$ cat config.mk
export PLATFORM = sky130hd
export DESIGN_NAME = mem_bus_arbiter
export DESIGN_NICKNAME = d
export VERILOG_FILES = /design/src/rtl/mem_arb_pkg.sv /design/src/rtl/mem_arb_prio.sv /design/src/rtl/mem_bus_arbiter.sv
export SDC_FILE = /design/constraint.sdc
export NUM_CORES = 1
export LEC_CHECK = 0
export ABC_AREA = 1
export BUFFER_PORTS_ARGS = -buffer_cell sky130_fd_sc_hd__buf_2
export CAP_MARGIN = 20
export CORE_MARGIN = 5
export CORE_UTILIZATION = 45
export CTS_CLUSTER_DIAMETER = 30
export DETAILED_ROUTE_END_ITERATION = 12
export HOLD_SLACK_MARGIN = 0.06
export PLACE_DENSITY = 0.86
export SETUP_SLACK_MARGIN = 0.4
export SLEW_MARGIN = 5
export SYNTH_ARGS = -nofsm -noshare
export SYNTH_HDL_FRONTEND = slang
export SYNTH_HIERARCHICAL = 1
export SYNTH_SLANG_ARGS = --single-unit
export TNS_END_PERCENT = 5
$ cat constraint.sdc
create_clock -name iCLK -period 5.2 [get_ports iCLK]
set_input_delay 0.26 -clock iCLK [delete_from_list [all_inputs] [get_ports iCLK]]
set_output_delay 0.26 -clock iCLK [all_outputs]
set_load 0.02 [all_outputs]
$ cat src/rtl/mem_arb_pkg.sv
// Shared types for the unified memory arbiter: FSM state encoding
// and the owner IDs of the two requesters.
`timescale 1ns/1ps
package mem_arb_pkg;

    typedef enum logic [1:0] {
        IDLE   = 2'd0,
        ACCESS = 2'd1,
        RESP   = 2'd2
    } arbState_t;

    typedef enum logic {
        OWN_IF = 1'b0,
        OWN_LS = 1'b1
    } owner_t;

endpackage

$ cat src/rtl/mem_arb_prio.sv
// Grant decision between fetch and load/store.
// In: ifReq, lsReq, lsStreak. Out: one-hot grantIf/grantLs (or none).
`timescale 1ns/1ps
module mem_arb_prio #(
    parameter int MAX_LS_STREAK = 4,
    parameter int SW            = 3
) (
    input  logic          ifReq,
    input  logic          lsReq,
    input  logic [SW-1:0] lsStreak,
    output logic          grantIf,
    output logic          grantLs
);

    logic forced;

    always_comb begin
        grantIf = 1'b0;
        grantLs = 1'b0;
        forced  = (lsStreak == SW'(MAX_LS_STREAK));
        // Terms are mutually exclusive: LS wins a tie unless the
        // streak has saturated, in which case fetch is forced.
        unique case (1'b1)
            (lsReq && !(ifReq && forced)): grantLs = 1'b1;
            (ifReq && (!lsReq || forced)): grantIf = 1'b1;
            default: ;
        endcase
    end

endmodule

$ cat src/rtl/mem_bus_arbiter.sv
// Shares one single-port memory between fetch (IF) and load/store (LS).
// Ports: iCLK/iRST; IF req/addr -> data/done; LS req/wr/wstrb/addr/wdata
// -> rdata/done; registered oMEM_* strobes, iMEM_RDATA return.
`timescale 1ns/1ps
module mem_bus_arbiter
    import mem_arb_pkg::*;
#(
    parameter int AW            = 32,
    parameter int MEM_LAT       = 1,
    parameter int MAX_LS_STREAK = 4
) (
    input  logic          iCLK,
    input  logic          iRST,
    input  logic          iIF_REQ,
    input  logic [AW-1:0] iIF_ADDR,
    output logic [31:0]   oIF_DATA,
    output logic          oIF_DONE,
    input  logic          iLS_REQ,
    input  logic          iLS_WR,
    input  logic [3:0]    iLS_WSTRB,
    input  logic [AW-1:0] iLS_ADDR,
    input  logic [31:0]   iLS_WDATA,
    output logic [31:0]   oLS_RDATA,
    output logic          oLS_DONE,
    output logic          oMEM_CE,
    output logic          oMEM_RD,
    output logic          oMEM_WR,
    output logic [3:0]    oMEM_WSTRB,
    output logic [AW-1:0] oMEM_ADDR,
    output logic [31:0]   oMEM_WDATA,
    input  logic [31:0]   iMEM_RDATA
);

    localparam int CW = (MEM_LAT > 1) ? $clog2(MEM_LAT) : 1;
    localparam int SW = (MAX_LS_STREAK > 0) ? $clog2(MAX_LS_STREAK + 1) : 1;

    arbState_t     state;
    arbState_t     nextState;
    owner_t        owner;
    logic [CW-1:0] cnt;
    logic [SW-1:0] lsStreak;
    logic          grantIf;
    logic          grantLs;

    mem_arb_prio #(
        .MAX_LS_STREAK(MAX_LS_STREAK),
        .SW           (SW)
    ) uPrio (
        .ifReq   (iIF_REQ),
        .lsReq   (iLS_REQ),
        .lsStreak(lsStreak),
        .grantIf (grantIf),
        .grantLs (grantLs)
    );

    always_ff @(posedge iCLK or posedge iRST) begin
        if (iRST) begin
            state <= IDLE;
        end else begin
            state <= nextState;
        end
    end

    always_comb begin
        nextState = state;
        unique case (state)
            IDLE:    if (grantIf || grantLs) nextState = ACCESS;
            ACCESS:  if (cnt == '0) nextState = RESP;
            RESP:    nextState = IDLE;
            default: nextState = IDLE;
        endcase
    end

    // The oMEM_* registers double as the latched request: they are
    // loaded on grant, held through ACCESS and cleared on exit.
    always_ff @(posedge iCLK or posedge iRST) begin
        if (iRST) begin
            owner      <= OWN_IF;
            cnt        <= '0;
            lsStreak   <= '0;
            oMEM_CE    <= 1'b0;
            oMEM_RD    <= 1'b0;
            oMEM_WR    <= 1'b0;
            oMEM_WSTRB <= '0;
            oMEM_ADDR  <= '0;
            oMEM_WDATA <= '0;
            oIF_DATA   <= '0;
            oIF_DONE   <= 1'b0;
            oLS_RDATA  <= '0;
            oLS_DONE   <= 1'b0;
        end else begin
            unique case (state)
                IDLE: begin
                    if (grantIf) begin
                        owner      <= OWN_IF;
                        cnt        <= CW'(MEM_LAT - 1);
                        lsStreak   <= '0;
                        oMEM_CE    <= 1'b1;
                        oMEM_RD    <= 1'b1;
                        oMEM_WR    <= 1'b0;
                        oMEM_WSTRB <= '0;
                        oMEM_ADDR  <= iIF_ADDR;
                        oMEM_WDATA <= '0;
                    end else if (grantLs) begin
                        owner      <= OWN_LS;
                        cnt        <= CW'(MEM_LAT - 1);
                        oMEM_CE    <= 1'b1;
                        oMEM_RD    <= ~iLS_WR;
                        oMEM_WR    <= iLS_WR;
                        oMEM_WSTRB <= iLS_WR ? iLS_WSTRB : 4'h0;
                        oMEM_ADDR  <= iLS_ADDR;
                        oMEM_WDATA <= iLS_WDATA;
                        // Streak only counts LS wins over a waiting fetch.
                        if (!iIF_REQ) begin
                            lsStreak <= '0;
                        end else if (lsStreak != SW'(MAX_LS_STREAK)) begin
                            lsStreak <= lsStreak + SW'(1);
                        end
                    end
                end
                ACCESS: begin
                    if (cnt == '0) begin
                        oMEM_CE    <= 1'b0;
                        oMEM_RD    <= 1'b0;
                        oMEM_WR    <= 1'b0;
                        oMEM_WSTRB <= '0;
                        oMEM_ADDR  <= '0;
                        oMEM_WDATA <= '0;
                        if (owner == OWN_IF) begin
                            oIF_DATA <= iMEM_RDATA;
                            oIF_DONE <= 1'b1;
                        end else begin
                            if (!oMEM_WR) oLS_RDATA <= iMEM_RDATA;
                            oLS_DONE <= 1'b1;
                        end
                    end else begin
                        cnt <= cnt - CW'(1);
                    end
                end
                RESP: begin
                    oIF_DONE <= 1'b0;
                    oLS_DONE <= 1'b0;
                end
                default: ;
            endcase
        end
    end

endmodule

# --- After elaboration in Yosys (flattened, before gate mapping) ---
# Index checks and enable logic that the tools add are counted.
word_totals:
  inputBits: 137
  wordCells: 92
  register_bits: 144
  out_inout_bits: 137
classes:
  n_eq_ne: 10
  n_reduce_logical: 20
  bitwise_logic: 4
  add_sub_neg: 2
  mux: 42
ops:
  columns: ["cell", "count"]
  rows:
  - ["32-bit 2-to-1 mux", 5]
  - ["32-bit case mux with 2 select lines", 2]
  - ["1-bit 2-to-1 mux", 17]
  - ["4-bit 2-to-1 mux", 4]
  - ["3-bit AND reduction", 5]
  - ["3-bit 2-to-1 mux", 4]
  - ["1-bit case mux with 2 select lines", 6]
  - ["2-bit != test, second input constant", 4]
  - ["4-bit case mux with 2 select lines", 1]
  - ["3-bit != test, second input constant", 2]
  - ["2-bit AND reduction", 3]
  - ["2-bit nonzero test", 3]
  - ["2-bit 2-to-1 mux", 2]
  - ["1-bit inverter", 4]
  - ["2-bit case mux with 2 select lines", 1]
  - ["4-bit AND reduction", 1]
  - ["3-bit by 1-bit adder with 3-bit output, second input constant", 1]
  - ["3-bit == test, second input constant", 1]
  - ["1-bit logical AND", 3]
  - ["3-bit by 1-bit != test with 1-bit output, second input constant", 1]
  - ["2-bit by 1-bit == test with 1-bit output, second input constant", 1]
  - ["2-bit == test, second input constant", 1]
  - ["1-bit logical NOT", 2]
  - ["2-bit logical NOT", 1]
  - ["2 further kinds", 3]

# --- Depth between registers and ports, before layout ---
# Gate-level depths: netlist of the first run.
depth:
  depth_word: 8
  mapped_depth: 11

# --- Cells and area by module ---
# Netlist of the first run, hierarchy kept.
modules_own_cells:
  columns: ["mod", "instances", "cells_per_inst", "area_each_um2"]
  rows:
  - ["mem_bus_arbiter", 1, 641, 6297.3]
  - ["mem_arb_prio", 1, 8, 33.8]

# --- Worst setup path before layout of the first run ---
# OpenSTA, ideal clock, no wires.
synth_timing:
  path_type: "reg-to-reg"
  from: "reg lsStreak[2]"
  to: "reg oMEM_ADDR[0]"
  stages_incl_launch_ff: 10
  setup_time_ns: 0.124
  arrival_ns: 1.332
  path_buffers: 2
  slack_ns: 3.744
  path_cell_list: "dfrtp_1 -> nand2_1 -> inv_1 -> nand2_1 -> nand2_1 -> buf_4 -> clkbuf_1 -> or2_2 -> o211ai_1 -> nand2_1"
synth_rtl:
  columns: ["item", "line", "source"]
  rows:
  - ["start: declaration", "mem_bus_arbiter.sv:41", "logic [SW-1:0] lsStreak;"]
  - ["start signal: assignment", "mem_bus_arbiter.sv:117", "lsStreak <= lsStreak + SW'(1);"]
  - ["3-bit == test *", "mem_arb_prio.sv:20", "forced = (lsStreak == SW'(MAX_LS_STREAK));"]
  - ["1-bit logical OR *", "mem_arb_prio.sv:25", "(ifReq && (!lsReq || forced)): grantIf = 1'b1;"]
  - ["1-bit logical AND *", "mem_arb_prio.sv:25", null]
  - ["1-bit 2-to-1 mux *", "mem_arb_prio.sv:23", "unique case (1'b1)"]
  - ["via grantIf", "mem_bus_arbiter.sv:42", "logic grantIf;"]
  - ["3-bit != test (no line) / 32-bit 2-to-1 mux (equally long branches)", null, null]
  - ["3-bit AND reduction (no line) / 32-bit case mux with 2 select lines (equally long branches)", null, null]
  - ["end signal: assignment", "mem_bus_arbiter.sv:102", "oMEM_ADDR <= iIF_ADDR;"]
  - ["end signal: assignment", "mem_bus_arbiter.sv:111", "oMEM_ADDR <= iLS_ADDR;"]
  - ["end: declaration", "mem_bus_arbiter.sv:29", "output logic [AW-1:0] oMEM_ADDR,"]
# The timed path passes the listed nets; every way through them passes the cells marked *.
# A chain may end at the register's enable or synchronous reset.

# --- Worst setup path in the final report of the first run ---
layout_timing:
  from: "reg lsStreak[2]"
  to: "reg lsStreak[1]"
layout_rtl:
  columns: ["item", "line"]
  rows:
  - ["3-bit == test *", "mem_arb_prio.sv:20"]
  - ["1-bit logical OR *", "mem_arb_prio.sv:25"]
  - ["1-bit logical AND *", "mem_arb_prio.sv:25"]
  - ["1-bit 2-to-1 mux *", "mem_arb_prio.sv:23"]
  - ["via grantIf", "mem_bus_arbiter.sv:42"]
  - ["3-bit by 1-bit != test with 1-bit output (no line) / 2-bit nonzero test (equally long branches)", null]
  - ["3-bit AND reduction (no line)", null]
# Marks and branches as above.

==> results of run 1 <==
final cells by class:
| cell class | count | area [µm²] |
|---|---|---|
| Tap cell | 180 | 225.2 |
| Timing Repair Buffer | 281 | 1461 |
| Inverter | 49 | 188.9 |
| Clock inverter | 13 | 162.7 |
| Clock buffer | 19 | 442.9 |
| Sequential cell | 143 | 3578 |
| Multi-Input combinational cell | 411 | 2245 |
| Fill cell | 1207 | 5523 |
path summary, 6_finish.rpt:
check                              start        endpoint  slack (ns)  depth (start not counted)
max in group asynchronous           iRST     oIF_DATA[5]        3.38                          4
max reg2reg                  lsStreak[2]     lsStreak[1]        2.62                         10
max                          lsStreak[2]     lsStreak[1]        2.62                         10
min                        iLS_WDATA[15]  oMEM_WDATA[15]        0.08                          3
min in group asynchronous           iRST   oMEM_WSTRB[0]        0.55                          3
min reg2reg                 oIF_DATA[25]    oIF_DATA[25]        0.47                          2
where the power goes:
part	internal, µW	switching (µW)	total, µW
Clock	768	461	1230
Combinational	811	1690	2510
Sequential	1640	292	1930
logic make-up (layout without fill, tap and decap cells):
logic type               after synthesis  in the layout  share of synthesized area, %
AO/OA/AOI/OAI                        101            101                         12.61
adder cells (fa/ha/maj)                2              2                        0.3952
buffers and inverters                 95            362                         8.142
flip-flops                           143            143                         56.52
AND/OR/NAND/NOR                      308            308                         22.33
repair_timing:
action / 4_1_cts / 5_1_grt
resized for setup: 0 / 0
endpoints found under the hold margin: 85 / 0
hold buffers: 1 / 0
cells in the mapped netlist (4+ instances only):
cell	count
nand2_1	158
dfrtp_1	143
nand3_1	105
o21ai_2	56
inv_1	46
o211ai_1	32
or2_2	32
buf_2	21
buf_6	16
o21ai_1	9
clkbuf_1	5
nand4_1	4
critical path, delay by kind of cell, from the launching register on:
| kind | cells | cell delay [ns] |
|---|---|---|
| simple gates | 8 | 1.39 |
| buf+inv | 2 | 0.60 |
| flops | 1 | 0.44 |
per-layer routing:
| layer | global-route usage, % | up-vias |
|---|---|---|
| met1 | 25.98 | 2520 |
| met4 | 6.547 | 0 |
| li1 | - | 2640 |
| met3 | 6.891 | 24 |
| met2 | 31.90 | 246 |
| met5 | 0 | - |
registers in the layout, indices dropped and copies added, names as in the netlist:
register / flops
oIF_DATA: 32
oMEM_RD: 1
state: 2
oLS_DONE: 1
oIF_DONE: 1
owner: 1
oMEM_WR: 1
oLS_RDATA: 32
lsStreak: 3
oMEM_WDATA: 32
oMEM_ADDR: 32
oMEM_CE: 1
oMEM_WSTRB: 4
through the flow:
| stage | cell area [µm²] | cells | total power, µW |
|---|---|---|---|
| global placement | 7641 | 1061 | 4403 |
| global route | 8304 | 1096 | 6043 |
| floorplan | 6331 | 649 | 3711 |
| CTS | 8257 | 1094 | 5721 |
| finish | 8304 | 1096 | 5664 |
| detailed placement | 7641 | 1061 | 4471 |
==> results.cfg, run 1 <==
[power_and_ir_drop]
ir_drop_mv = 0.3154
power_leakage_uw = 0.004646
powerDensity_mw_per_mm2 = 682.1

[clocking]
cts.sinks = 143
cts_buffers = 17
ctsLongestPathBuffers = 2
cts_tree = built
clkTransAtPathRegs_ns = 0.06
cts-htree-levels = 4
post_cts_buffers = 0
clk_latency_ns = 0.41
root_buffer = clkbuf_16

[floorplanning]
start_util_pct = 45.79
rows = 43
die-area_mm2 = 0.01654
core_mm2 = 0.01383
ios = 274
fp.dieH_um = 128.6
die_w_um = 128.6

[placed_design]
place.gp.congestion = 0.7961
pre_cts_ws_ns = 2.105
place_hpwl_um = 11810
io_buffers = 273

[timing]
finalHoldViolations = 0
holdWs_ns = 0.08327
timing.final.ws_setup_ns = 2.616
relSlewSlack_pct = 39.81
slew_viol_final = 0
setup_viol = 0
clock_skew_ns = 0.007686
fin_crit_ns = 2.584
tightest_slew_ns = 0.9029
period_share_pct = 49.70
tns_ns = 0
max_freq_mhz = 387.0
rsz0062_at_grt = false

[finish]
finish.utilization_pct = 60.06
area_delta_synth_final_pct = 31.17
nNetsFinal = 1042
diodes = 0
layout_common_cells = 273 x buf_2, 158 x nand2_1, 143 x dfrtp_1
layout_commonest_cell = buf_2
drive_gt1_share_pct = 44.76

[global_route]
track_usage_pct = 20.07
grt_pass1_wl_um = 26630
grt_remaining_overflow = 0
grt_max_degree = 87
grt_pass1_vias = 5449
antenna_found_initial = 0

[critical_path]
start_kind = register
endpoint_kind = register
cpMostUsedCell = nand2_1
crit_chain = nand2_1 -> inv_1 -> nand2_1 -> nand2_1 -> nor2_2 -> nor2_4 -> buf_4 -> nand2_1 -> nand2_1 -> nand2_1
crit_required_ns = 5.49
critPathKind = reg2reg
worstPathMaxFanout = 50
critPathArrivalTime_ns = 2.88
worst_path_max_delay_cell = buf_4
cpPeakStageDelay_ns = 0.53

[detailed_routing]
wl_per_cell_um = 15.14
wl_met2_um = 8032
top_layer_used = met4
wl_um = 16600
viasPerCell = 4.954
route.detailed.drc = 0
drtPass1Iterations = 4
met3_wirelength_um = 1537
detail-route-antenna-nets = 0
num_vias = 5430
drtIter0Drc = 295
met1_length_um = 6710

[synth]
synth_seq_area_share_pct = 56.52
synthesis.nets = 788
synth_top_area_cell = dfrtp_1
synth_ff_type = dfrtp_1
yosys_register_bits = 143
syn_area_mm2 = 0.006331
synthArstFlopShare_pct = 100.0
synth_top_area_share_pct = 56.52
synth_edf_count = 0
synthCells = 649
yosys_warnings = 6
synth_area_leaders = dfrtp_1 57%, nand2_1 9.4%, nand3_1 8.3%
synth_area_per_cell_um2 = 9.755
yosysUniqueCellTypes = 24

[run_status]
status = completed

[worst_hold_path]
min_path_type = in2reg

[job]
max_cap_violations = 0
No activity file was read; power rests on OpenSTA's default activity.
==> run 2: changes to the inputs <==
--- a/config.mk
+++ b/config.mk
@@ -5,7 +5,7 @@
 export SDC_FILE = /design/constraint.sdc
 export NUM_CORES = 1
 export LEC_CHECK = 0
-export ABC_AREA = 1
+export ABC_AREA = 0
 export BUFFER_PORTS_ARGS = -buffer_cell sky130_fd_sc_hd__buf_2
 export CAP_MARGIN = 20
 export CORE_MARGIN = 5
@@ -13,7 +13,7 @@
 export CTS_CLUSTER_DIAMETER = 30
 export DETAILED_ROUTE_END_ITERATION = 12
 export HOLD_SLACK_MARGIN = 0.06
-export PLACE_DENSITY = 0.86
+export PLACE_DENSITY = 0.88
 export SETUP_SLACK_MARGIN = 0.4
 export SLEW_MARGIN = 5
 export SYNTH_ARGS = -nofsm -noshare
==> constraint.sdc (replaced) <==
create_clock -name iCLK -period 2.4 [get_ports iCLK]
set_input_delay 0.12 -clock iCLK [delete_from_list [all_inputs] [get_ports iCLK]]
set_output_delay 0.12 -clock iCLK [all_outputs]
set_load 0.02 [all_outputs]
==> results.cfg, run 2 <==
[synth]
yosys-top-cells-count = 143 x dfrtp_1, 65 x mux2i_1, 61 x mux2_2, 39 x nand2_1, 36 x a22o_1
synth_seq_area_share_pct = 61.35
synth_area_per_cell_um2 = 14.19
syn_area_mm2 = 0.005833
yosys_register_bits = 143
synth_edf_count = 0
synth_top_area_share_pct = 61.35
synth_ff_type = dfrtp_1
yosysUniqueCellTypes = 34
synth_area_leaders = dfrtp_1 61%, mux2_2 12%, mux2i_1 11%
synthCells = 411
synthesis.nets = 550
synth_top_area_cell = dfrtp_1
synth_most_common_cell = dfrtp_1
yosys_warnings = 6
synthArstFlopShare_pct = 100.0

[clocking]
cts_buffers = 17
root_buffer = clkbuf_16
cts-htree-levels = 4
clkTransAtPathRegs_ns = 0.06
clk_latency_ns = 0.41
post_cts_buffers = 0
cts_tree = built
ctsLongestPathBuffers = 2
cts.sinks = 143

[critical_path]
start_kind = register
cpMostUsedCell = mux2i_1
critPathKind = reg2reg
cpLargestDelayFamily = multiplexers
cpPeakStageDelay_ns = 0.42
worstPathMaxFanout = 34
critPathBufInv = 1
crit_chain = nand2_1 -> o32ai_4 -> buf_6 -> mux2i_1 -> mux2i_1
critPathArrivalTime_ns = 2.17
crit_required_ns = 2.68
worst_path_max_delay_cell = buf_6
endpoint_kind = register

[power_and_ir_drop]
p_sw_share_pct = 40.08
powerDensity_mw_per_mm2 = 1320
combPwrFrac_pct = 44.4
power_leakage_uw = 0.004683
clkPwrFrac_pct = 21.1
ir_drop_mv = 0.8623
switching_power_uw = 4931
p_int_uw = 7373
finalPower_uw = 12300
seqPwrFrac_pct = 34.4

[timing]
finalHoldViolations = 0
tns_ns = 0
rsz0062_at_grt = true
slew_viol_final = 0
fin_crit_ns = 1.896
clock_skew_ns = 0.006819
tightest_slew_ns = 0.7520
setup_viol = 0
relSlewSlack_pct = 49.87
max_freq_mhz = 527.5
period_share_pct = 78.99

[run_status]
status = completed

[global_route]
grt_pass1_wl_um = 29260
grt_max_degree = 144
track_usage_pct = 25.11
antenna_found_initial = 0
grt_remaining_overflow = 0
grt_pass1_vias = 5585

[detailed_routing]
wl_per_cell_um = 19.17
num_vias = 5136
wl_um = 19290
drtPass1Iterations = 4
route.detailed.drc = 0
drtIter0Drc = 333
viasPerCell = 5.105
detail-route-antenna-nets = 0

[finish]
area_delta_synth_final_pct = 59.85
nNetsFinal = 959
drive_gt1_share_pct = 45.98
layout_common_cells = 273 x buf_2, 143 x dfrtp_1, 133 x dlygate4sd3_1
layout_commonest_cell = buf_2
fillers = 778

[worst_hold_path]
min_path_type = in2reg

[floorplanning]
fp.dieH_um = 123.9
ios = 274
rows = 41
core_mm2 = 0.01267
die_w_um = 123.9
start_util_pct = 46.04
die-area_mm2 = 0.01534

[placed_design]
place_hpwl_um = 11050
place.gp.congestion = 0.7786
io_buffers = 273

[job]
max_cap_violations = 0
==> run 2: cell count changes after synthesis, moves of 12 or more <==
cell      before  now
a22o_1         0   36
buf_2         21    6
buf_6         16    4
inv_1         46    9
mux2_2         0   61
mux2i_1        0   65
nand2_1      158   39
nand3_1      105    0
o211ai_1      32    0
o21ai_2       56    0
or2_2         32    1
==> run 2: routing by layer <==
| metal | GRT usage [%] | wire length [µm] |
|---|---|---|
| met5 | 0 | 0 |
| met4 | 12.46 | 680 |
| met3 | 8.311 | 1761 |
| met2 | 42.35 | 9601 |
| met1 | 28.54 | 7243 |
==> run 2: metrics by stage <==
stage	hold WS [ns]	area (µm²)	setup slack [ns]	std cells	utilization [%]
6_report	0.1396	9324	0.5043	1006	73.59
5_1_grt	0.1492	9321	0.3902	1005	73.57
4_1_cts	0.1149	9288	0.4628	1004	73.30
3_5_place_dp	0.3419	7366	0.4628	839	58.13
3_3_place_gp	0.3377	7366	0.5319	839	58.13
2_1_floorplan	0.2525	5837	0.4889	411	-
==> run 2: repair_timing <==
action | CTS | global route
hold endpoints to repair | 275 | 0
hold buffers | 133 | 0
resized for setup | 0 | 3
setup endpoints to repair | 0 | 43
==> run 2: kinds of logic after synthesis <==
kind of cell	count (synthesis)	share of synthesized area, %
compound gates	49	6.993
flops	143	61.35
mux	129	23.51
simple gates	53	4.441
buf+inv	35	3.282
fa+ha+maj	2	0.4289
==> run 2: final timing paths <==
path	start	to	depth (start not counted)	slack (ns)
max	lsStreak[2]	oMEM_ADDR[28]	5	0.50
max reg2reg	lsStreak[2]	oMEM_ADDR[28]	5	0.50
min	iIF_REQ	lsStreak[2]	4	0.14
min reg2reg	oLS_RDATA[23]	oLS_RDATA[23]	1	0.49
max in group asynchronous	iRST	oMEM_ADDR[3]	4	1.35
min in group asynchronous	iRST	oLS_RDATA[15]	4	0.49
==> run 2: area by class of cell <==
cell class	count	area (µm²)	share of cell area, %
sequential	143	3578	38.38
timing repair buffer	415	2811	30.15
multi-input combinational	233	2085	22.36
clock buffer	19	452.9	4.858
tap	172	215.2	2.308
clock inverter	13	137.6	1.476
inverter	10	41.29	0.4428
antenna	1	2.502	0.02684
==> run 2: worst min-delay path: cells and delay by family <==
family | cells | cell delay [ns]
AO/OA/AOI/OAI | 1 | 0.06
AND/OR/NAND/NOR | 2 | 0.21
buffers and inverters | 1 | 0.12
==> run 2: power by group through the flow <==
stage | sequential, µW | combinational, µW | clock, µW
global placement | 4160 | 4990 | 0
CTS | 4190 | 5330 | 2640
global route | 4350 | 5830 | 2770
floorplan | 5460 | 2150 | 0
detailed placement | 4210 | 5170 | 0
finish | 4240 | 5470 | 2600
